===== config.mk =====
export PLATFORM = sky130hd
export DESIGN_NAME = ddr_rd_port_arbiter
export DESIGN_NICKNAME = d
export VERILOG_FILES = /design/src/rtl/ddr_arb_pkg.sv /design/src/rtl/ddr_rr_pick.sv /design/src/rtl/ddr_rd_port_arbiter.sv
export SDC_FILE = /design/constraint.sdc
export NUM_CORES = 1
export LEC_CHECK = 0
export CAP_MARGIN = 20
export CORE_AREA = 2 2 269 271
export CTS_CLUSTER_DIAMETER = 40
export DETAILED_ROUTE_END_ITERATION = 7
export DIE_AREA = 0 0 271 273
export PLACE_DENSITY = 0.54
export SLEW_MARGIN = 20
export SYNTH_ARGS = -nofsm -noshare
export SYNTH_HDL_FRONTEND = slang
export SYNTH_HIERARCHICAL = 1
export SYNTH_SLANG_ARGS = --single-unit

===== constraint.sdc =====
create_clock -name ddr_clk -period 4.6 [get_ports ddr_clk]
set_clock_uncertainty 0.15 [all_clocks]
set_input_delay 1.38 -clock ddr_clk [delete_from_list [all_inputs] [get_ports ddr_clk]]
set_output_delay 1.38 -clock ddr_clk [all_outputs]
set_load 0.005 [all_outputs]

===== src/rtl/ddr_arb_pkg.sv =====
`default_nettype none
// ============================================================================
// Module  : ddr_arb_pkg
// Brief   : Shared types and helpers for the DDR read-port arbiter.
// Revision: 1.0 - initial release
// ============================================================================
package ddr_arb_pkg;

  // Largest number of client ports the arbiter is dimensioned for
  localparam int MAX_PORTS = 8;

  // Arbiter FSM states
  typedef enum logic [1:0] {
    IDLE  = 2'd0,
    ISSUE = 2'd1,
    DATA  = 2'd2
  } arb_state_e;

  // Ceiling log2, minimum 1 so a 2-port pointer still has a bit
  function automatic int clog2(input int value);
    int r;
    r = 1;
    for (int i = 1; i < 32; i++) begin
      if ((1 << i) < value) r = i + 1;
    end
    return r;
  endfunction

endpackage
`default_nettype wire


===== src/rtl/ddr_rr_pick.sv =====
`default_nettype none
// ============================================================================
// Module  : ddr_rr_pick
// Brief   : Combinational round-robin picker. Chooses the first requester at
//           or after ptr_i (wrapping). In priority mode port 0 wins outright
//           and is excluded from the rotating search.
// Revision: 1.0 - initial release
// ============================================================================
module ddr_rr_pick
  import ddr_arb_pkg::*;
#(
  parameter int NUM_PORTS = 4,
  parameter int PTR_W     = clog2(NUM_PORTS)
) (
  input  logic [NUM_PORTS-1:0] req_i,
  input  logic [PTR_W-1:0]     ptr_i,
  input  logic                 prio_i,
  output logic                 valid_o,
  output logic [NUM_PORTS-1:0] gnt_oh_o,
  output logic [PTR_W-1:0]     gnt_idx_o
);

  logic [NUM_PORTS-1:0] rr_req;

  // Port 0 leaves the rotating pool when it has strict priority
  always_comb begin
    rr_req = req_i;
    if (prio_i) rr_req[0] = 1'b0;
  end

  // Scan from the pointer, first hit wins
  always_comb begin
    logic [PTR_W-1:0] idx;
    valid_o   = 1'b0;
    gnt_oh_o  = '0;
    gnt_idx_o = '0;
    idx       = '0;
    if (prio_i && req_i[0]) begin
      valid_o     = 1'b1;
      gnt_oh_o[0] = 1'b1;
    end else begin
      for (int k = 0; k < NUM_PORTS; k++) begin
        idx = PTR_W'((int'(ptr_i) + k) % NUM_PORTS);
        if (!valid_o && rr_req[idx]) begin
          valid_o       = 1'b1;
          gnt_oh_o[idx] = 1'b1;
          gnt_idx_o     = idx;
        end
      end
    end
  end

endmodule
`default_nettype wire


===== src/rtl/ddr_rd_port_arbiter.sv =====
`default_nettype none
// ============================================================================
// Module  : ddr_rd_port_arbiter
// Brief   : N-port round-robin read arbiter in front of the single DDR read
//           channel. One command per grant; return beats are steered to the
//           port that won. Optional build macro DDR_ARB_PRIO_EN gives port 0
//           strict priority and rotates the pointer over ports 1..N-1 only.
// Revision: 1.0 - initial release
// ============================================================================
module ddr_rd_port_arbiter
  import ddr_arb_pkg::*;
#(
  parameter int NUM_PORTS = 4,
  parameter int ADDR_W    = 28,
  parameter int DATA_W    = 256,
  parameter int LEN_W     = 4
) (
  input  logic                        ddr_clk,
  input  logic                        rstn,
  input  logic [NUM_PORTS-1:0]        p_req,
  input  logic [NUM_PORTS*ADDR_W-1:0] p_addr,
  input  logic [NUM_PORTS*LEN_W-1:0]  p_len,
  output logic [NUM_PORTS-1:0]        p_ack,
  output logic [NUM_PORTS-1:0]        p_rvalid,
  output logic [DATA_W-1:0]           p_rdata,
  output logic [NUM_PORTS-1:0]        p_done,
  output logic                        rd_req,
  output logic [ADDR_W-1:0]           rd_addr,
  output logic [LEN_W-1:0]            arlen,
  input  logic                        rd_busy,
  input  logic [DATA_W-1:0]           rd_data,
  input  logic                        rdata_valid,
  output logic                        stray_beat
);

  localparam int PTR_W = clog2(NUM_PORTS);

`ifdef DDR_ARB_PRIO_EN
  localparam logic PRIO_EN = 1'b1;
`else
  localparam logic PRIO_EN = 1'b0;
`endif

  arb_state_e           state_q;
  logic [PTR_W-1:0]     rr_ptr_q;
  logic [PTR_W-1:0]     rr_ptr_d;
  logic [PTR_W-1:0]     gnt_q;
  logic [NUM_PORTS-1:0] gnt_oh_q;
  logic [LEN_W-1:0]     beat_cnt_q;
  logic                 rd_req_q;
  logic [NUM_PORTS-1:0] p_ack_q;
  logic [NUM_PORTS-1:0] p_rvalid_q;
  logic [NUM_PORTS-1:0] p_done_q;
  logic [DATA_W-1:0]    p_rdata_q;
  logic [ADDR_W-1:0]    rd_addr_q;
  logic [LEN_W-1:0]     arlen_q;
  logic                 stray_q;

  logic                 pick_valid;
  logic [NUM_PORTS-1:0] pick_oh;
  logic [PTR_W-1:0]     pick_idx;
  logic [ADDR_W-1:0]    win_addr;
  logic [LEN_W-1:0]     win_len;

  ddr_rr_pick #(
    .NUM_PORTS (NUM_PORTS),
    .PTR_W     (PTR_W)
  ) u_pick (
    .req_i     (p_req),
    .ptr_i     (rr_ptr_q),
    .prio_i    (PRIO_EN),
    .valid_o   (pick_valid),
    .gnt_oh_o  (pick_oh),
    .gnt_idx_o (pick_idx)
  );

  // Select the winning port's command fields from the flattened buses
  always_comb begin
    win_addr = '0;
    win_len  = '0;
    for (int k = 0; k < NUM_PORTS; k++) begin
      if (pick_oh[k]) begin
        win_addr = p_addr[k*ADDR_W +: ADDR_W];
        win_len  = p_len[k*LEN_W +: LEN_W];
      end
    end
  end

  // Pointer moves one past the granted port; port-0 grants leave it alone in priority mode
  always_comb begin
    rr_ptr_d = rr_ptr_q;
`ifdef DDR_ARB_PRIO_EN
    if (gnt_q != '0) begin
      if (int'(gnt_q) == NUM_PORTS - 1) rr_ptr_d = PTR_W'(1);
      else                              rr_ptr_d = gnt_q + PTR_W'(1);
    end
`else
    if (int'(gnt_q) == NUM_PORTS - 1) rr_ptr_d = '0;
    else                              rr_ptr_d = gnt_q + PTR_W'(1);
`endif
  end

  // Arbiter FSM with registered command, ack and return-path outputs
  always_ff @(posedge ddr_clk or negedge rstn) begin
    if (!rstn) begin
      state_q    <= IDLE;
      rr_ptr_q   <= '0;
      gnt_q      <= '0;
      gnt_oh_q   <= '0;
      beat_cnt_q <= '0;
      rd_req_q   <= 1'b0;
      p_ack_q    <= '0;
      p_rvalid_q <= '0;
      p_done_q   <= '0;
      p_rdata_q  <= '0;
      rd_addr_q  <= '0;
      arlen_q    <= '0;
      stray_q    <= 1'b0;
    end else begin
      rd_req_q   <= 1'b0;
      p_ack_q    <= '0;
      p_rvalid_q <= '0;
      p_done_q   <= '0;
      if (rdata_valid && (state_q != DATA)) stray_q <= 1'b1;
      case (state_q)
        IDLE: begin
          if (pick_valid && !rd_busy) begin
            state_q    <= ISSUE;
            gnt_q      <= pick_idx;
            gnt_oh_q   <= pick_oh;
            rd_addr_q  <= win_addr;
            arlen_q    <= win_len;
            beat_cnt_q <= win_len;
            rd_req_q   <= 1'b1;
            p_ack_q    <= pick_oh;
          end
        end
        ISSUE: begin
          rr_ptr_q <= rr_ptr_d;
          state_q  <= DATA;
        end
        DATA: begin
          if (rdata_valid) begin
            p_rdata_q  <= rd_data;
            p_rvalid_q <= gnt_oh_q;
            if (beat_cnt_q == '0) begin
              p_done_q <= gnt_oh_q;
              state_q  <= IDLE;
            end else begin
              beat_cnt_q <= beat_cnt_q - LEN_W'(1);
            end
          end
        end
        default: state_q <= IDLE;
      endcase
    end
  end

  assign rd_req     = rd_req_q;
  assign rd_addr    = rd_addr_q;
  assign arlen      = arlen_q;
  assign p_ack      = p_ack_q;
  assign p_rvalid   = p_rvalid_q;
  assign p_done     = p_done_q;
  assign p_rdata    = p_rdata_q;
  assign stray_beat = stray_q;

endmodule
`default_nettype wire


* After elaboration in Yosys (flattened, before gate mapping) *
Index checks and enable logic that the tools add are counted.
Widths: inputs -> output; s select.

word-level totals
  bits in registers = 376
  input port bits = 392
  output and inout port bits = 302

cells by class
  add/sub/neg operators = 5
  $lt $le $gt $ge = 8
  equal/unequal tests = 8
  muxes and demuxes = 54
  bitwise gates (word level) = 7
  reductions and logical operators = 24

operators by type and width
  operator               number
  $mux 32                5
  $ge 32x1->1 const B    4
  $lt 32x3->1 const B    4
  $mux 28                4
  $mux 4                 18
  $add 32x3->32 const B  2
  $add 32x1->32 const B  1
  $add 32x2->32 const B  1
  $eq 32x3->1 const B    1
  $mux 1                 14
  $or 4x4->4             3
  $ne 2x2->1 const B     5
  $logic_and 1x1->1      9
  $bmux 1 s2             4
  $demux 1 s2            4
  $pmux 4 s2             1
  $reduce_or 2->1        4
  $mux 2                 3
  $pmux 2 s3             1
  $and 1x1->1            4
  $logic_not 1->1        4
  $logic_not 4->1        1
  $reduce_and 2->1       2
  $reduce_and 4->1       1
  6 further kinds        6

* Longest topological paths before layout *
Gate-level depths: netlist of the first run.

  depth in word-level cells = 20
  mapped depth = 14
  depth with buffers taken out = 12

* Modules after synthesis *
Netlist of the first run, hierarchy kept.

by module, submodules not included
  module               times used  cells an instance  area an instance (µm²)  seq. area each (µm²)
  ddr_rd_port_arbiter  1           1153               15356.0                 9409.0
  ddr_rr_pick          1           125                998.5                   0.0

* Worst setup path after synthesis of the first run *
No wires, ideal clock.

  kind = input-to-reg
  from = input port p_req[0]
  to = register beat_cnt_q[1]
  library setup time = 0.121 ns
  data arrival time = 3.810 ns
  data required time = 4.329 ns
  setup slack = 0.519 ns
  stages on the path = 12
  path through = nor2b_4 > mux4_2 > a311oi_4 > o2111a_1 > a211o_1 > clkbuf_1 > nor2b_1 > clkbuf_1 > a221o_1 > a22oi_1 > nand2_1 > a22o_1

between the ends
  elaborated cells on any way between the ends = 34

RTL lines
  element                       RTL line                    source
  start, declared               ddr_rd_port_arbiter.sv:20   input logic [NUM_PORTS-1:0] p_req,
  $bmux 1 s2                    ddr_rr_pick.sv:44           if (!valid_o && rr_req[idx]) begin
  $mux 1 (not written as such)  ddr_rr_pick.sv:44
  $mux 1                        ddr_rr_pick.sv:44
  $logic_not 1->1               ddr_rr_pick.sv:44
  $logic_and 1x1->1             ddr_rr_pick.sv:44
  $mux 1                        ddr_rr_pick.sv:44
  $logic_not 1->1               ddr_rr_pick.sv:44
  $logic_and 1x1->1             ddr_rr_pick.sv:44
  $mux 1                        ddr_rr_pick.sv:44
  $logic_not 1->1               ddr_rr_pick.sv:44
  $logic_and 1x1->1             ddr_rr_pick.sv:44
  $mux 4 *                      ddr_rr_pick.sv:44
  via pick_oh[1]                ddr_rd_port_arbiter.sv:60   logic [NUM_PORTS-1:0] pick_oh;
  $mux 4 * (3 in a row)         ddr_rd_port_arbiter.sv:82   if (pick_oh[k]) begin
  $mux 4 *                      ddr_rd_port_arbiter.sv:127  if (pick_valid && !rd_busy) begin
  $pmux 4 s2 *                  ddr_rd_port_arbiter.sv:125  case (state_q)
  end signal, assigned          ddr_rd_port_arbiter.sv:133  beat_cnt_q <= win_len;
  end signal, assigned          ddr_rd_port_arbiter.sv:150  beat_cnt_q <= beat_cnt_q - LEN_W'(1);
  end, declared                 ddr_rd_port_arbiter.sv:49   logic [LEN_W-1:0] beat_cnt_q;

The timed path passes the listed nets; every way through them passes the cells marked *. The select of a mux whose other input is x is not followed.
A chain may end at the register's enable or synchronous reset.

* Worst setup path in the final report of the first run *
  from = input port p_req[0]
  to = register rd_addr_q[17], in the netlist rd_addr[17]

between the ends
  elaborated cells on any way between the ends = 31

RTL lines
  element                       RTL line                    source
  $bmux 1 s2                    ddr_rr_pick.sv:44
  $mux 1 (not written as such)  ddr_rr_pick.sv:44
  $mux 1                        ddr_rr_pick.sv:44
  $logic_not 1->1               ddr_rr_pick.sv:44
  $logic_and 1x1->1             ddr_rr_pick.sv:44
  $mux 1                        ddr_rr_pick.sv:44
  $logic_not 1->1               ddr_rr_pick.sv:44
  $logic_and 1x1->1             ddr_rr_pick.sv:44
  $mux 1                        ddr_rr_pick.sv:44
  $logic_not 1->1               ddr_rr_pick.sv:44
  $logic_and 1x1->1             ddr_rr_pick.sv:44
  $mux 4 *                      ddr_rr_pick.sv:44
  via pick_oh[1]                ddr_rd_port_arbiter.sv:60
  $mux 28 * (3 in a row)        ddr_rd_port_arbiter.sv:82
  end signal, assigned          ddr_rd_port_arbiter.sv:131  rd_addr_q <= win_addr;
  end, declared                 ddr_rd_port_arbiter.sv:55   logic [ADDR_W-1:0] rd_addr_q;

Marked as above.

==> run metrics, run 1 <==
I/O pin total=694; share of cells above drive strength 1=0.245; Synth area leaders=dfrtp_1, mux2_2, a21oi_1; drt total wl=60.5 mm; htree depth=3; clk slew on worst S/H paths=approximately 0.040 ns; CTS tree=built; mean post-synth cell area=12.8 µm²; number of enable flip-flop cells after synthesis=0; post-CTS resize count=0; RSZ-0062 raised after global routing=false; R2R Path End=rd_addr[17]; # fillers=6693; kind of critical path=input pin to register; Post-Syn Instances=1278; outcome=finished, final reports clean; Port Buf Inserts=693; post-detail-place hpwl=46.3 mm; dpl ws=-0.0763 ns; crit-path max cell delay=0.50 ns; CTS Buf Count=80; min cycle time layout=4.10 ns; top-area cell type share of the netlist area=0.575; drc violations=0; Slew @ Worst Pin=~0.74 ns; Worst EP arrival=around 4.4 ns; vias per std cell=4.33; # hold bufs at CTS=0; worst vdd ir=0.310 mV; r2r setup slk=0.98 ns; Final Hold Fails=0; Max Slew Vio Count=0; Final Net Count=2413; Critical Path RT=4.90 ns; min-delay worst type=register to register; via count=~13000; dpl cells=approximately 2900; drt pass-1 iters=5; Seq. cell area=0.00941 mm²; non-filler cells in the finished layout=~3000; area grow syn2layout=68.0%; YS warnings=6; combined area of the multi-input logic cells=0.00638 mm²; chip width=271 µm; utilization after layout=0.387; Core Footprint=0.0710 mm²; Power Dens Cells=721 mW/mm²; CP endpoint=rd_addr[17]; post-CTS setup repair buffer count=0; most instantiated library cell after synthesis=dfrtp_1; RD Place Congestion=0.922; first-pass GRT wire length=around 90 mm; CTS max path bufs=3; cell with the largest stage delay on the worst path=mux4_2; initial core utilization=0.230; CP max FO=22; Lkg Pwr=11.1 nW; CP Capture Type=register; FF-to-FF path depth=12; latest clock arrival within the worst-skew pair=0.61 ns; worst path cell trace=clkdlybuf4s50_1, nor2b_4, mux4_2, nor2b_2, and4_1, a211o_1, buf_4, buf_4, a221oi_1, nor3_1, a21oi_1, a21oi_1; cell taking the most area after synthesis=dfrtp_1; die height=273 µm; largest net degree at the start of global routing=81; Max Fclk=244 MHz; row count=98; # setup viols final=0; commonest cells in the netlist=dfrtp_1, mux2_2, a21oi_1, nand2_1, clkbuf_1; Synth async-reset ratio=1.00; Power Total=0.0198 W; Setup crit start kind=input pin; Final Cycle Share=0.891; Slew HR=0.507; ys flop type=dfrtp_1; max_cap viols=0; initial antenna violation count=6; number of global-route vias before repair=roughly 14000; GRT Util Overall=0.158; Worst R2R Start=rr_ptr_q[1]; CP startpoint=p_req[0]; post-synthesis sequential area ratio=0.575; worst setup margin=0.502 ns; grt ovf=0; clock root cell=clkbuf_16; Synth Register Bits=between 300 and 400; total die area=between 0.07 and 0.08 mm²; post-DR wirelength/cell=20.0 µm; Antenna Nets Post-Route=0; DRT iter0 DRCs=428; synthesized area=around 0.016 mm²; Synth cell types=70; clock sink count=roughly 380
layout by cell type (no fill, tap or decap), drive strengths merged, types with 10 or more instances in the layout:
cell type,synthesis,routed
clkdlybuf4s50,0,692
dfrtp,376,376
mux2,290,290
clkbuf,47,102
nand2,66,66
a21oi,65,65
buf,58,60
o21ai,44,44
nor2,39,39
nor3,35,35
nor2b,33,33
a221oi,30,30
inv,17,21
clkinv,0,19
nand4,18,18
xnor2,16,16
nand3,16,16
nor4,15,15
xor2,11,11
bufinv,0,11
ha,10,10
cell families after synthesis:
group / Yosys count / synth area share
xor+xnor: 27 / 0.0145
other cells: 1 / 0.000229
flops: 376 / 0.575
compound gates: 178 / 0.0721
fa+ha+maj: 10 / 0.00765
simple gates: 271 / 0.0903
buf+inv: 122 / 0.0370
mux: 293 / 0.203
metal layers:
layer / GRT usage / vias up / share of wire
met1: 0.182 / 6455 / 0.39
li1: - / 6061 / -
met5: 0 / - / 0.00074
met2: 0.278 / 488 / 0.51
met3: 0.0548 / 97 / 0.077
met4: 0.0435 / 6 / 0.021
through the flow:
step | TNS [ns] | instance area (µm²) | hold WS, ns
floorplan | 0 | 16400 | 0.299
global placement | 0 | 24600 | 0.314
CTS | 0 | 27500 | 0.331
global route | 0 | 27500 | 0.341
finish | 0 | 27500 | 0.325
detailed placement | -0.245 | 24600 | 0.321
critical path: cells and delay by family:
kind                   cells  cell delay, ns
AOI/OAI and AO/OA          4            0.95
and+or+nand+nor            4            0.63
muxes                      1            0.50
buffers and inverters      3            0.92
worst min path at each step:
stage | start | endpoint | slack [ns] | cells past startpoint
5_1_grt | rr_ptr_q[26] | rr_ptr_q[26] | 0.34 | 2
6_report | rr_ptr_q[26] | rr_ptr_q[26] | 0.32 | 2
4_1_cts | rr_ptr_q[26] | rr_ptr_q[26] | 0.33 | 2
2_1_floorplan | rr_ptr_q[16] | rr_ptr_q[16] | 0.30 | 2
3_3_place_gp | rr_ptr_q[28] | rr_ptr_q[28] | 0.31 | 2
3_5_place_dp | rr_ptr_q[26] | rr_ptr_q[26] | 0.32 | 2
registers in the layout (all words and copies together) (netlist names):
| signal | cells |
|---|---|
| p_done | 4 |
| gnt_q | 32 |
| stray_beat | 1 |
| arlen | 4 |
| state_q | 2 |
| beat_cnt_q | 4 |
| rd_req | 1 |
| rr_ptr_q | 32 |
| gnt_oh_q | 4 |
| p_rdata | 256 |
| p_ack | 4 |
| rd_addr | 28 |
| p_rvalid | 4 |
cell type report:
cell class / instances / share of cell area
Sequential cell: 376 / 0.342
Timing Repair Buffer: 752 / 0.275
Multi-Input combinational cell: 784 / 0.232
Clock buffer: 102 / 0.0810
Tap cell: 950 / 0.0433
Clock inverter: 41 / 0.0240
Inverter: 17 / 0.00232
Antenna cell: 2 / 0.000182
where the power goes:
part	switching, W	internal (W)	total (W)
clock network	0.00199	0.00406	0.00605
registers	0.000965	0.00487	0.00584
logic	0.00315	0.00478	0.00793
Power figures use the tool's default switching activity.
==> run 2, diff against run 1 <==
--- a/config.mk
+++ b/config.mk
@@ -8,6 +8,7 @@
 export CAP_MARGIN = 20
 export CORE_AREA = 2 2 269 271
 export CTS_CLUSTER_DIAMETER = 40
+export CTS_CLUSTER_SIZE = 12
 export DETAILED_ROUTE_END_ITERATION = 7
 export DIE_AREA = 0 0 271 273
 export PLACE_DENSITY = 0.54
@@ -16,3 +17,4 @@
 export SYNTH_HDL_FRONTEND = slang
 export SYNTH_HIERARCHICAL = 1
 export SYNTH_SLANG_ARGS = --single-unit
+export TNS_END_PERCENT = 5
==> run 2 against run 1 <==
Against the previous run: first-iteration DRC count is 0.47% higher; sequential share of layout area is 0.12 points higher; cell area is 0.36% lower; utilization is 0.14 points lower.
==> run metrics, run 2 (synthesis gave the netlist of run 1 again) <==
outcome=finished, final reports clean; min-delay worst type=register to register; dpl cells=2879 (unchanged); Worst R2R Start=rr_ptr_q[1]; initial core utilization=0.230 (unchanged); worst vdd ir=0.298 mV (-3.9%); Crit path buffers/inverters=3 (unchanged); clk slew on worst S/H paths=0.04 ns (about the same); DRT iter0 DRCs=430 (+0.47%); worst path cell trace=clkdlybuf4s50_1, or3b_1, a2111o_1, o21ai_2, nand3_4, o21ai_1, a211o_1, buf_4, buf_4, a221oi_1, nor3_1, a21oi_1, a21oi_1; Setup crit start kind=input pin; Hold WS=0.325 ns (-0.0000820 ns); CTS max path bufs=3 (unchanged); share of cells above drive strength 1=0.243 (-0.00121); clock root cell=clkbuf_16; Final Cycle Share=0.893 (+0.00251); CP startpoint=p_req[3]; Port Buf Inserts=693 (unchanged); CP Capture Type=register; Seq. cell area=0.00941 mm² (unchanged); non-filler cells in the finished layout=3021 (-0.099%); Final Cell Area=0.0274 mm² (-0.36%); max_cap viols=0 (unchanged); kind of critical path=input pin to register; Net Sw Frac=0.309 (+0.00101); Worst EP arrival=4.47 ns (+0.07 ns); crit-path max cell delay=0.54 ns (+0.04 ns); chip width=271 µm (unchanged); most frequent cells in the layout=clkdlybuf4s50_1, dfrtp_1, mux2_2, clkbuf_16; switching power total=0.00605 W (-0.73%); # hold bufs at CTS=0 (unchanged); drt total wl=60.6 mm (+0.13%); HP Start=rr_ptr_q[26]; GRT Util Overall=0.158 (about the same); RSZ-0062 raised after global routing=false; clock sink count=376 (unchanged); post-CTS resize count=0 (unchanged); latest clock arrival within the worst-skew pair=0.60 ns (about the same); Clk pwr share=0.298 (-0.007); Power Dens Cells=716 mW/mm² (-0.70%); Lkg Pwr=11.0 nW (-0.40%); die height=273 µm (unchanged); combinational share of power=0.404 (+0.004); min cycle time layout=4.11 ns (+0.0116 ns); post-DR wirelength/cell=20.0 µm (+0.23%); Final Net Count=2412 (-0.041%); initial antenna violation count=6 (unchanged); Max Fclk=243 MHz (-0.28%); grt ovf=0 (unchanged); Antenna Nets Post-Route=0 (unchanged); # fillers=6711 (+0.27%); # setup viols final=0 (unchanged); row count=98 (unchanged); Seq pwr share=0.298 (+0.003); Final Hold Fails=0 (unchanged); Core Footprint=0.0710 mm² (unchanged); post-CTS setup repair buffer count=0 (unchanged); CTS tree=built; Max Slew Vio Count=0 (unchanged); Slew @ Worst Pin=0.736 ns (-0.00260 ns); first-pass GRT wire length=89.3 mm (about the same); CP max FO=22 (unchanged); cell with the largest stage delay on the worst path=clkdlybuf4s50_1; htree depth=3 (unchanged); number of global-route vias before repair=13900 (-0.12%); combined area of the multi-input logic cells=0.00638 mm² (unchanged); Critical Path RT=4.96 ns (+0.06 ns); total die area=0.0740 mm² (unchanged); CTS Buf Count=79 (-1.3%); setup TNS=0 ns (unchanged); Slew HR=0.509 (+0.00174); RD Place Congestion=0.922 (unchanged); via count=13100 (+0.25%); drt pass-1 iters=4 (-1); placed inst area=0.0246 mm² (unchanged); vias per std cell=4.35 (+0.35%); most common cell after layout, fill and taps aside=clkdlybuf4s50_1; area grow syn2layout=67.4%; post-detail-place hpwl=46.3 mm (unchanged); I/O pin total=694 (unchanged); largest net degree at the start of global routing=81 (unchanged); max reg flops=256 (unchanged); CP delay by family, top=compound AO/OA/AOI/OAI gates; internal power=0.0136 W (-1.2%); drc violations=0 (unchanged)
-- run 2: cell types whose count changed in the layout (fill, tap and decap cells not counted), sizes merged --
cell,delta
inv,-3
diode,-1
bufinv,-2
clkinv,+4
clkinvlp,-1
-- run 2: stage by stage --
| step | util | setup slack [ns] | total power [W] |
|---|---|---|---|
| floorplan | - | 0.519 | 0.00940 |
| global placement | 0.346 | 0.0459 | 0.0138 |
| detailed placement | 0.346 | -0.0763 | 0.0139 |
| CTS | 0.386 | 0.555 | 0.0199 |
| global route | 0.386 | 0.331 | 0.0208 |
| finish | 0.386 | 0.490 | 0.0196 |
-- run 2: area by class of cell --
type | instances | share of cell area
inverter | 17 | 0.00233
timing repair buffer | 752 | 0.276
clock buffer | 102 | 0.0805
antenna | 1 | 0.0000914
clock inverter | 39 | 0.0213
tap | 950 | 0.0434
sequential | 376 | 0.344
multi-input combinational | 784 | 0.233
-- run 2: final timing paths --
kind | end | slack [ns] | cells after the start
setup / recovery | rd_addr[17] | 0.49 | 13
hold / removal | rr_ptr_q[26] | 0.32 | 2
setup reg to reg | rd_addr[17] | 0.99 | 12
hold reg to reg | rr_ptr_q[26] | 0.32 | 2
max in group asynchronous | rr_ptr_q[31] | 2.76 | 2
min in group asynchronous | p_rdata[147] | 0.66 | 1
-- run 2: routing by layer --
layer | GRT usage | part of all wire | up-vias
li1 | - | - | 6066
met1 | 0.181 | 0.39 | 6467
met2 | 0.278 | 0.51 | 503
met3 | 0.0556 | 0.080 | 98
met4 | 0.0439 | 0.021 | 6
met5 | 0 | 0.00074 | -
-- run 2: power by group through the flow --
stage	clock [W]	sequential [W]	combinational, W
4_1_cts	0.00602	0.00586	0.00805
5_1_grt	0.00619	0.00605	0.00855
6_report	0.00584	0.00584	0.00793
3_3_place_gp	0	0.00583	0.00795
3_5_place_dp	0	0.00588	0.00802
2_1_floorplan	0	0.00581	0.00359
-- run 2: worst reg2reg max path, cell delays in order (launching register included) --
cell,delay (ns)
dfrtp_1,0.37
inv_1,0.27
ha_1,0.36
mux4_2,0.37
nor2b_2,0.20
and4_1,0.20
a211o_1,0.37
buf_4,0.27
buf_4,0.24
a221oi_1,0.36
nor3_1,0.10
a21oi_1,0.14
a21oi_1,0.08
==> run 3, diff against run 2 <==
--- a/config.mk
+++ b/config.mk
@@ -6,13 +6,14 @@
 export NUM_CORES = 1
 export LEC_CHECK = 0
 export CAP_MARGIN = 20
-export CORE_AREA = 2 2 269 271
+export CORE_AREA = 10 10 262 264
 export CTS_CLUSTER_DIAMETER = 40
 export CTS_CLUSTER_SIZE = 12
 export DETAILED_ROUTE_END_ITERATION = 7
-export DIE_AREA = 0 0 271 273
-export PLACE_DENSITY = 0.54
-export SLEW_MARGIN = 20
+export DIE_AREA = 0 0 272 274
+export MAX_ROUTING_LAYER = met4
+export PLACE_DENSITY = 0.58
+export SLEW_MARGIN = 30
 export SYNTH_ARGS = -nofsm -noshare
 export SYNTH_HDL_FRONTEND = slang
 export SYNTH_HIERARCHICAL = 1
==> run 3 against run 2 <==
Against the previous run: final cell count down 3.6%; largest cell class unchanged; die area increased by 0.74%; critical path type unchanged; worst setup slack improved by 0.012 ns; sequential power shrank 0.9%.
==> run metrics, run 3 (synthesis gave the netlist of run 1 again) <==
Slew @ Worst Pin=0.904 ns (+0.168 ns); max reg flops=256 (unchanged); kind of critical path=input pin to register; CP startpoint=p_req[3]; # setup viols final=0 (unchanged); min cycle time layout=4.10 ns (-0.0117 ns); Lkg Pwr=10.9 nW (-1.5%); die height=274 µm (+0.37%); Final Cycle Share=0.891 (-0.00255); Power Dens Cells=716 mW/mm² (about the same); total die area=0.0745 mm² (+0.74%); initial antenna violation count=5 (-1); clock root cell=clkbuf_16; number of global-route vias before repair=14200 (+1.9%); via count=13200 (+0.78%); min-delay worst type=register to register; Core Footprint=0.0636 mm² (-10%); grt ovf=0 (unchanged); post-CTS resize count=0 (unchanged); combined area of the multi-input logic cells=0.00638 mm² (about the same); placed inst area=0.0244 mm² (-0.96%); Antenna Nets Post-Route=0 (unchanged); Final Cell Area=0.0270 mm² (-1.4%); first-pass GRT wire length=94.7 mm (+6.1%); htree depth=3 (unchanged); share of cells above drive strength 1=0.237 (-0.00652); post-detail-place hpwl=50.5 mm (+9.1%); I/O pin total=694 (unchanged); crit-path max cell delay=0.61 ns (+0.07 ns); # fillers=5940 (-11%); clk slew on worst S/H paths=0.05 ns (about the same); most common cell after layout, fill and taps aside=clkdlybuf4s50_1; most frequent cells in the layout=clkdlybuf4s50_1, dfrtp_1, mux2_2, clkbuf_16; worst vdd ir=0.353 mV (+18%); worst path cell trace=clkdlybuf4s50_1, or3b_1, a2111o_1, o21ai_2, nand3_4, o21ai_1, a211o_1, nor2b_2, buf_4, a221oi_1, nor3_1, a21oi_1, a21oi_1; vias per std cell=4.55 (+4.6%); # hold bufs at CTS=0 (unchanged); DRT iter0 DRCs=594 (+38%); Seq. cell area=0.00941 mm² (unchanged); CP Capture Type=register; Port Buf Inserts=693 (unchanged); Setup crit start kind=input pin; RD Place Congestion=0.918 (-0.37%); RSZ-0062 raised after global routing=false; post-DR wirelength/cell=22.3 µm (+11%); Worst R2R Start=rr_ptr_q[1]; CTS Buf Count=74 (-6.3%); drc violations=0 (unchanged); CP delay by family, top=compound AO/OA/AOI/OAI gates; drt pass-1 iters=5 (+1); Critical Path RT=4.89 ns (-0.07 ns); CTS tree=built; post-CTS setup repair buffer count=0 (unchanged); area grow syn2layout=65.0%; CP max FO=13 (-41%); utilization after layout=0.424 (+0.0384); cell with the largest stage delay on the worst path=clkdlybuf4s50_1; Slew HR=0.397 (-0.112); Final Net Count=2393 (-0.79%); chip width=272 µm (+0.37%); largest net degree at the start of global routing=108 (+33%); latest clock arrival within the worst-skew pair=0.61 ns (about the same); CTS max path bufs=3 (unchanged); initial core utilization=0.257 (+0.0266); Worst EP arrival=4.39 ns (-0.08 ns); Crit path top cell by count=a21oi_1; outcome=finished, final reports clean; Max Slew Vio Count=0 (unchanged); Max Fclk=244 MHz (+0.29%); Crit path buffers/inverters=2 (-1); GRT Util Overall=0.172 (+0.0137); row count=93 (-5.1%); drt total wl=64.8 mm (+7.0%); max_cap viols=0 (unchanged); HP Start=stray_beat; clock sink count=376 (unchanged); Final Hold Fails=0 (unchanged)
run 3: area by class of cell:
type | instances | area share
inverters | 17 | 0.00236
flip-flops and latches | 376 | 0.349
repair buffers | 738 | 0.275
multi-input cells | 784 | 0.236
well taps | 855 | 0.0396
clock inverters | 46 | 0.0238
diodes | 5 | 0.000464
clock buffers | 90 | 0.0734
run 3: worst paths after layout:
kind                                 to  slack (ns)  cells past startpoint
min in group asynchronous  p_rdata[149]        0.65                      1
min reg2reg                  stray_beat        0.32                      1
min                          stray_beat        0.32                      1
max reg2reg                  rd_addr[9]        1.09                     12
max in group asynchronous   p_rdata[74]        2.71                      2
max                         rd_addr[26]        0.50                     13
run 3: metrics by stage:
step	hold WS [ns]	std cells	setup WS, ns	setup TNS, ns	power [W]
2_1_floorplan	0.299	1282	0.519	0	0.00940
5_1_grt	0.348	2911	0.301	0	0.0205
4_1_cts	0.332	2906	0.568	0	0.0196
3_3_place_gp	0.295	2770	0.0414	0	0.0137
3_5_place_dp	0.320	2770	-0.0674	-1.06	0.0139
6_report	0.324	2911	0.502	0	0.0193
run 3: power by group:
| part | switching, W | internal, W | total [W] |
|---|---|---|---|
| combinational | 0.00323 | 0.00471 | 0.00795 |
| sequential | 0.000926 | 0.00487 | 0.00579 |
| clock | 0.00196 | 0.00363 | 0.00560 |
| total | 0.00612 | 0.0132 | 0.0193 |
run 3: routing by layer:
metal	vias up	track usage	routed length [µm]
met3	88	0.0558	5010
met1	6606	0.186	24800
met2	528	0.292	33300
met5	-	-	0
li1	6020	-	-
met4	0	0.0617	1660
